File: src/rtl/serial_add_pkg.sv
`default_nettype none
// ============================================================================
//  Module      : serial_add_pkg
//  Description : Shared state encoding and default operand width for the
//                bit-serial adder controller.
//  Revision    : 1.0  initial release
// ============================================================================
package serial_add_pkg;

    // Default operand/sum width in bits
    localparam int c_DEFAULT_WIDTH = 4;

    // Controller states, explicitly 2-bit encoded
    typedef enum logic [1:0] {
        IDLE = 2'd0,
        RUN  = 2'd1,
        DONE = 2'd2
    } state_t;

endpackage : serial_add_pkg
`default_nettype wire

File: src/rtl/full_adder.sv
`default_nettype none
// ============================================================================
//  Module      : full_adder
//  Description : Single-bit combinational full adder.
//  Revision    : 1.0  initial release
// ============================================================================
module full_adder (
    input  logic a,
    input  logic b,
    input  logic ci,
    output logic s,
    output logic co
);

    assign s  = a ^ b ^ ci;
    assign co = (a & b) | (a & ci) | (b & ci);

endmodule : full_adder
`default_nettype wire

File: src/rtl/serial_add_ctrl.sv
`default_nettype none
// ============================================================================
//  Module      : serial_add_ctrl
//  Description : Bit-serial adder controller. Accepts a, b and ci on start,
//                adds one bit per cycle through a single full adder, and
//                presents the registered sum and carry-out with a one-cycle
//                done pulse.
//  Revision    : 1.0  initial release
// ============================================================================
module serial_add_ctrl
    import serial_add_pkg::*;
#(
    parameter int WIDTH = c_DEFAULT_WIDTH
) (
    input  logic             clk,
    input  logic             rst,
    input  logic             start,
    input  logic [WIDTH-1:0] a,
    input  logic [WIDTH-1:0] b,
    input  logic             ci,
    output logic             busy,
    output logic             done,
    output logic [WIDTH-1:0] s,
    output logic             co
);

    // Bit counter spans 0..WIDTH-1 and never needs to reach WIDTH
    localparam int c_CNT_W = $clog2(WIDTH);
    localparam logic [c_CNT_W-1:0] c_LAST_BIT = c_CNT_W'(WIDTH - 1);

    state_t             r_state;
    state_t             w_state_next;
    logic [WIDTH-1:0]   r_a;
    logic [WIDTH-1:0]   r_b;
    logic               r_carry;
    logic [WIDTH-1:0]   r_psum;
    logic [c_CNT_W-1:0] r_cnt;
    logic [WIDTH-1:0]   r_s;
    logic               r_co;
    logic               r_busy;
    logic               r_done;
    logic               w_sum_bit;
    logic               w_carry_bit;
    logic               w_last;

    assign w_last = (r_cnt == c_LAST_BIT);

    full_adder u_full_adder (
        .a  (r_a[0]),
        .b  (r_b[0]),
        .ci (r_carry),
        .s  (w_sum_bit),
        .co (w_carry_bit)
    );

    // State register
    always_ff @(posedge clk) begin
        if (rst) begin
            r_state <= IDLE;
        end else begin
            r_state <= w_state_next;
        end
    end

    // Next-state logic: DONE always falls back to IDLE after one cycle
    always_comb begin
        w_state_next = r_state;
        case (r_state)
            IDLE:    if (start)  w_state_next = RUN;
            RUN:     if (w_last) w_state_next = DONE;
            DONE:    w_state_next = IDLE;
            default: w_state_next = IDLE;
        endcase
    end

    // Datapath: operand capture, serial shift/add, result load, status flags
    always_ff @(posedge clk) begin
        if (rst) begin
            r_a     <= '0;
            r_b     <= '0;
            r_carry <= 1'b0;
            r_psum  <= '0;
            r_cnt   <= '0;
            r_s     <= '0;
            r_co    <= 1'b0;
            r_busy  <= 1'b0;
            r_done  <= 1'b0;
        end else begin
            // Flags are decoded from the next state so they align with it
            r_busy <= (w_state_next == RUN);
            r_done <= (w_state_next == DONE);
            case (r_state)
                IDLE: begin
                    if (start) begin
                        r_a     <= a;
                        r_b     <= b;
                        r_carry <= ci;
                        r_cnt   <= '0;
                    end
                end
                RUN: begin
                    r_a     <= r_a >> 1;
                    r_b     <= r_b >> 1;
                    r_carry <= w_carry_bit;
                    r_psum  <= {w_sum_bit, r_psum[WIDTH-1:1]};
                    if (w_last) begin
                        // Final bit: the result registers see the full sum now
                        r_s  <= {w_sum_bit, r_psum[WIDTH-1:1]};
                        r_co <= w_carry_bit;
                    end else begin
                        r_cnt <= r_cnt + c_CNT_W'(1);
                    end
                end
                default: begin
                end
            endcase
        end
    end

    assign busy = r_busy;
    assign done = r_done;
    assign s    = r_s;
    assign co   = r_co;

endmodule : serial_add_ctrl
`default_nettype wire

File: config.mk
export PLATFORM = sky130hd
export DESIGN_NAME = serial_add_ctrl
export DESIGN_NICKNAME = d
export VERILOG_FILES = /design/src/rtl/serial_add_pkg.sv /design/src/rtl/full_adder.sv /design/src/rtl/serial_add_ctrl.sv
export SDC_FILE = /design/constraint.sdc
export NUM_CORES = 1
export LEC_CHECK = 0
export ABC_AREA = 1
export BUFFER_PORTS_ARGS = -buffer_cell sky130_fd_sc_hd__buf_2
export CAP_MARGIN = 40
export CORE_UTILIZATION = 52
export DETAILED_ROUTE_END_ITERATION = 7
export GPL_TIMING_DRIVEN = 0
export HOLD_SLACK_MARGIN = 0.02
export PLACE_DENSITY = 0.76
export SLEW_MARGIN = 20
export SYNTH_ARGS = -nofsm -noshare
export SYNTH_HDL_FRONTEND = slang
export SYNTH_HIERARCHICAL = 1
export SYNTH_SLANG_ARGS = --single-unit
File: constraint.sdc
create_clock -name clk -period 1.5 [get_ports clk]
set_input_delay 0.225 -clock clk [delete_from_list [all_inputs] [get_ports clk]]
set_output_delay 0.225 -clock clk [all_outputs]
set_load 0.01 [all_outputs]
======== After elaboration in Yosys (flattened, before gate mapping) ========
Index checks and enable logic that the tools add are counted.
operators by class
  add/sub/neg operators ................... 1
  multipliers ............................. 0
  div/mod/pow operators ................... 0
  magnitude comparators ................... 0
  eq/ne operators ......................... 6
  shift-type cells ........................ 0
  mux-type cells .......................... 12
  bitwise operators ....................... 7
  reductions and logical operators ........ 5
operator list
  operator               number
  $pmux W4 S2            2
  $mux W2                4
  $mux W4                2
  $pmux W2 S2            2
  $eq A2 B1 Y1 const B   2
  $eq A2 B2 Y1 const B   2
  $ne A2 B2 Y1 const B   2
  $reduce_and A2 Y1      2
  $and A1 B1 Y1          3
  $reduce_and A3 Y1      1
  $add A2 B1 Y2 const B  1
  $logic_not A2 Y1       1
  $or A1 B1 Y1           2
  $pmux W1 S2            1
  $reduce_bool A2 Y1     1
  $xor A1 B1 Y1          2
  $mux W1                1
word-level totals
  register bits after elaboration ......... 24
  bits in latches ......................... 0
  RAM bits ................................ 0
  ROM bits ................................ 0
  input port bits ......................... 12
  output and inout port bits .............. 7
  word-level logic and storage cells ...... 41
  memories kept ........................... 0

======== Logic depth before layout (Yosys ltp) ========
  depth in word-level cells ............... 4
  gate-level depth with buffers ........... 7
  gate-level depth less buffers ........... 7

======== By module ========
Netlist, hierarchy kept.
by module, submodules not included
  module           times used  cells an instance  area an instance (µm²)  seq. area each (µm²)
  serial_add_ctrl  1           146                991.0                   460.4
  full_adder       1           1                  20.0                    0.0

======== Least setup slack after synthesis ========
Ideal clock, no wire load.
  path kind ............................... register to register
  start point ............................. register r_a[0]
  end point ............................... register r_psum[3]
  library setup time ...................... 113 ps
  arrival ................................. 957 ps
  data required time ...................... 1,387 ps
  setup slack ............................. 429 ps
  cell stages (with the launch flop) ...... 4
  path buffers ............................ 0
  clock period less this slack ............ 1,071 ps
  cells stage by stage .................... dfxtp_1 fa_1 o21ai_1 nor2_1
between the ends
  word-level cells in the longest chain between the ends .. 2
RTL lines
  element                     line                    text
  from (decl)                 serial_add_ctrl.sv:33   logic [WIDTH-1:0] r_a;
  from (signal assigned)      serial_add_ctrl.sv:102  r_a <= r_a >> 1;
  $xor A1 B1 Y1 (2 in a row)  full_adder.sv:15        assign s = a ^ b ^ ci;
  named net w_sum_bit         serial_add_ctrl.sv:42   logic w_sum_bit;
  to (signal assigned)        serial_add_ctrl.sv:105  r_psum <= {w_sum_bit, r_psum[WIDTH-1:1]};
  to (decl)                   serial_add_ctrl.sv:36   logic [WIDTH-1:0] r_psum;
The timed path passes the listed nets, and every way through them passes these cells.
A chain may end at the register's enable or synchronous reset.

======== Final worst setup path ========
Ends and elaborated chain as after synthesis.

==> impl_metrics.py <==
metrics = {
    "worst_hold_path": {
        "hold_path.class": "in -> reg",
        "holdCritStartpoint": "rst",
    },
    "cells_and_area": {
        "drive_gt1_share_pct": 19.5,
        "syn_to_final_growth_pct": 14.7,
        "layout_commonest_cell": "nand2_1",
        "diodes": 0,
        "nets": 184,
        "final_cell_mix": "50 x nand2_1, 32 x nor2_1, 23 x dfxtp_1",
    },
    "setup_path": {
        "path_cells": "fa_1, o21ai_1, nor2_1",
        "crit_start": "r_a[0]$_SDFFE_PP0P_",
        "r2r_slack_ns": 0.33,
        "arrival_ns": 1.39,
        "r2r-end": "r_psum[3]$_SDFFE_PP0N_",
        "end_kind": "flip-flop",
        "worst_path_max_delay_cell": "fa_1",
        "worstRegToRegCells": 3,
        "worst_setup_path_start_kind": "flip-flop",
        "path_max_fanout": 2,
        "max_stage_delay_ns": 0.53,
        "cp.required_ns": 1.72,
        "reg2reg_from": "r_a[0]$_SDFFE_PP0P_",
        "crit_type": "reg -> reg",
        "setup.worst_path.end": "r_psum[3]$_SDFFE_PP0N_",
    },
    "global_routing": {
        "antenna_found_initial": 0,
        "grt_pass1_vias": 734,
        "grt-ovfl-total": 0,
        "grt_usage_pct": 20.1,
        "grt_max_degree": 14,
        "grt_first_pass_wirelength_um": 3000,
    },
    "detailed_routing": {
        "vias": 901,
        "routed_wl_um": 1890,
        "postRouteAntennaNets": 0,
        "route.detailed.drc": 0,
        "wire_per_inst_um": 9.72,
        "drt_iter0_markers": 14,
        "firstDrtPassIters": 4,
        "routed_via_density": 4.64,
    },
    "floorplan": {
        "rows": 15,
        "die_h_um": 46.1,
        "chipWidth_um": 46.1,
        "dieArea_mm2": 0.00212,
        "core-area_mm2": 0.00178,
        "start_util_pct": 56.7,
        "ioPinCount": 19,
    },
    "sta": {
        "maxSlewHeadroom_pct": 68.8,
        "drv_slew": 0,
        "worst_slack_ns": 0.335,
        "fin_setup_tns_ns": 0,
        "rsz0062_at_grt": "false",
        "finalSetupViolCount": 0,
        "max_freq_ghz": 0.858,
        "hold_viol_final": 0,
        "post-route-period-util_pct": 77.7,
        "layout_min_cycle_time_ns": 1.17,
        "worst_slew_pin_slew_ns": 0.468,
        "clock-skew-final_ns": 0.00641,
    },
    "cts": {
        "cts_tree": "built",
        "clk_pin_slew_ns": 0.13,
        "cts_sinks": 23,
        "cts-root-buf": "clkbuf_4",
        "htreeDepth": 1,
        "cts.path.max_buffers": 2,
        "hold_buffers": 0,
        "cts_resized": 0,
        "clk_latency_ns": 0.31,
        "cts_post_setup_buffers_inserted": 0,
        "cts_buffers": 3,
    },
    "placed_design": {
        "hpwl_um": 1410,
        "pre_cts_ws_ns": 0.318,
        "port_buffers": 18,
        "routabilityCongestion": 0.747,
    },
    "logic_synthesis": {
        "synthCells": 147,
        "synth_nets": 161,
        "yosys_register_bits": 23,
        "syn_area_per_cell_um2": 6.88,
        "yosysWarnings": 6,
        "post_synth_num_cell_types": 17,
        "syn_area_mm2": 0.00101,
        "synth.yosys.seq_area_share_pct": 45.5,
    },
    "power": {
        "power_uw": 1140,
        "power_density_mw_per_mm2": 982,
        "p_leak_uw": 0.000613,
        "max-vdd-ir-drop_mv": 0.585,
    },
    "outcome": {
        "status": "completed",
    },
    "run": {
        "cap_violations": 0,
    },
}
synthesized netlist by cell type:
master    count  area share [%]
o21ai_1       3             1.5
clkbuf_1      1            0.37
nand2_2       1            0.62
ha_1          1             1.2
nor2_4        2             2.2
dfxtp_1      23              46
buf_6         1             1.1
nand3_1       7             3.5
fa_1          1             2.0
buf_4         1            0.74
nand2_1      50              19
inv_2         5             1.9
nor2_1       32              12
o21ai_4       1             1.6
inv_1        13             4.8
o21ai_0       2            0.99
a21oi_1       3             1.5
worst max-delay path, delay by kind of cell (launching register included):
kind / cells / cell delay, ns
AO/OA/AOI/OAI: 1 / 0.15
adder cells (fa/ha/maj): 1 / 0.53
AND/OR/NAND/NOR: 1 / 0.05
flip-flops: 1 / 0.36
worst min path at each step:
stage                     slack (ns)  depth (start not counted)                  end
after floorplan                 0.29                          1  r_a[3]$_SDFFE_PP0P_
after global placement          0.45                          2  r_a[3]$_SDFFE_PP0P_
after detailed placement        0.45                          2  r_a[3]$_SDFFE_PP0P_
after CTS                       0.12                          2  r_a[3]$_SDFFE_PP0P_
after global routing            0.11                          2  r_a[3]$_SDFFE_PP0P_
final                           0.13                          2      busy$_SDFF_PP0_
metal layers:
layer	GRT usage [%]	part of all wire, %
met1	25.2	46
met2	32.4	49
met3	4.71	3.3
met4	9.41	2.0
met5	0	0
logic make-up after synthesis:
kind of cell,synth area share [%]
AND/OR/NAND/NOR,36.8
flip-flops,45.5
buffers and inverters,8.91
AO/OA/AOI/OAI,5.57
adder cells (fa/ha/maj),3.22
cell type report:
cell class | instances | area [µm²]
clock buffers | 3 | 22.5
clock inverters | 1 | 5.00
inverters | 18 | 67.6
multi-input cells | 103 | 460
repair buffers | 18 | 90.1
plain buffers | 3 | 22.5
flip-flops and latches | 23 | 460
fillers | 170 | 623
well taps | 25 | 31.3
registers in the layout, summed over array words and instances, names as in the netlist:
| register | count |
|---|---|
| busy | 1 |
| r_state | 2 |
| co | 1 |
| s | 4 |
| done | 1 |
| r_b | 4 |
| r_carry | 1 |
| r_cnt | 2 |
| r_psum | 3 |
| r_a | 4 |
per-stage QoR:
stage	hold slack, ns	cells	instance area, µm²	utilization, %
after floorplan	0.294	147	1010	-
after global placement	0.449	190	1130	63.5
after detailed placement	0.453	190	1130	63.5
after CTS	0.116	194	1160	65.1
after global routing	0.108	194	1160	65.1
final	0.126	194	1160	65.1
power breakdown:
| part | total [µW] | switching [µW] | internal, µW | leakage, µW |
|---|---|---|---|---|
| Sequential | 673 | 24.8 | 648 | 0.000189 |
| Clock | 286 | 186 | 99.7 | 0.0000177 |
| Combinational | 181 | 107 | 73.9 | 0.000406 |
| Total | 1140 | 318 | 821 | 0.000613 |
Note: power is estimated with default switching activity, not from simulation.
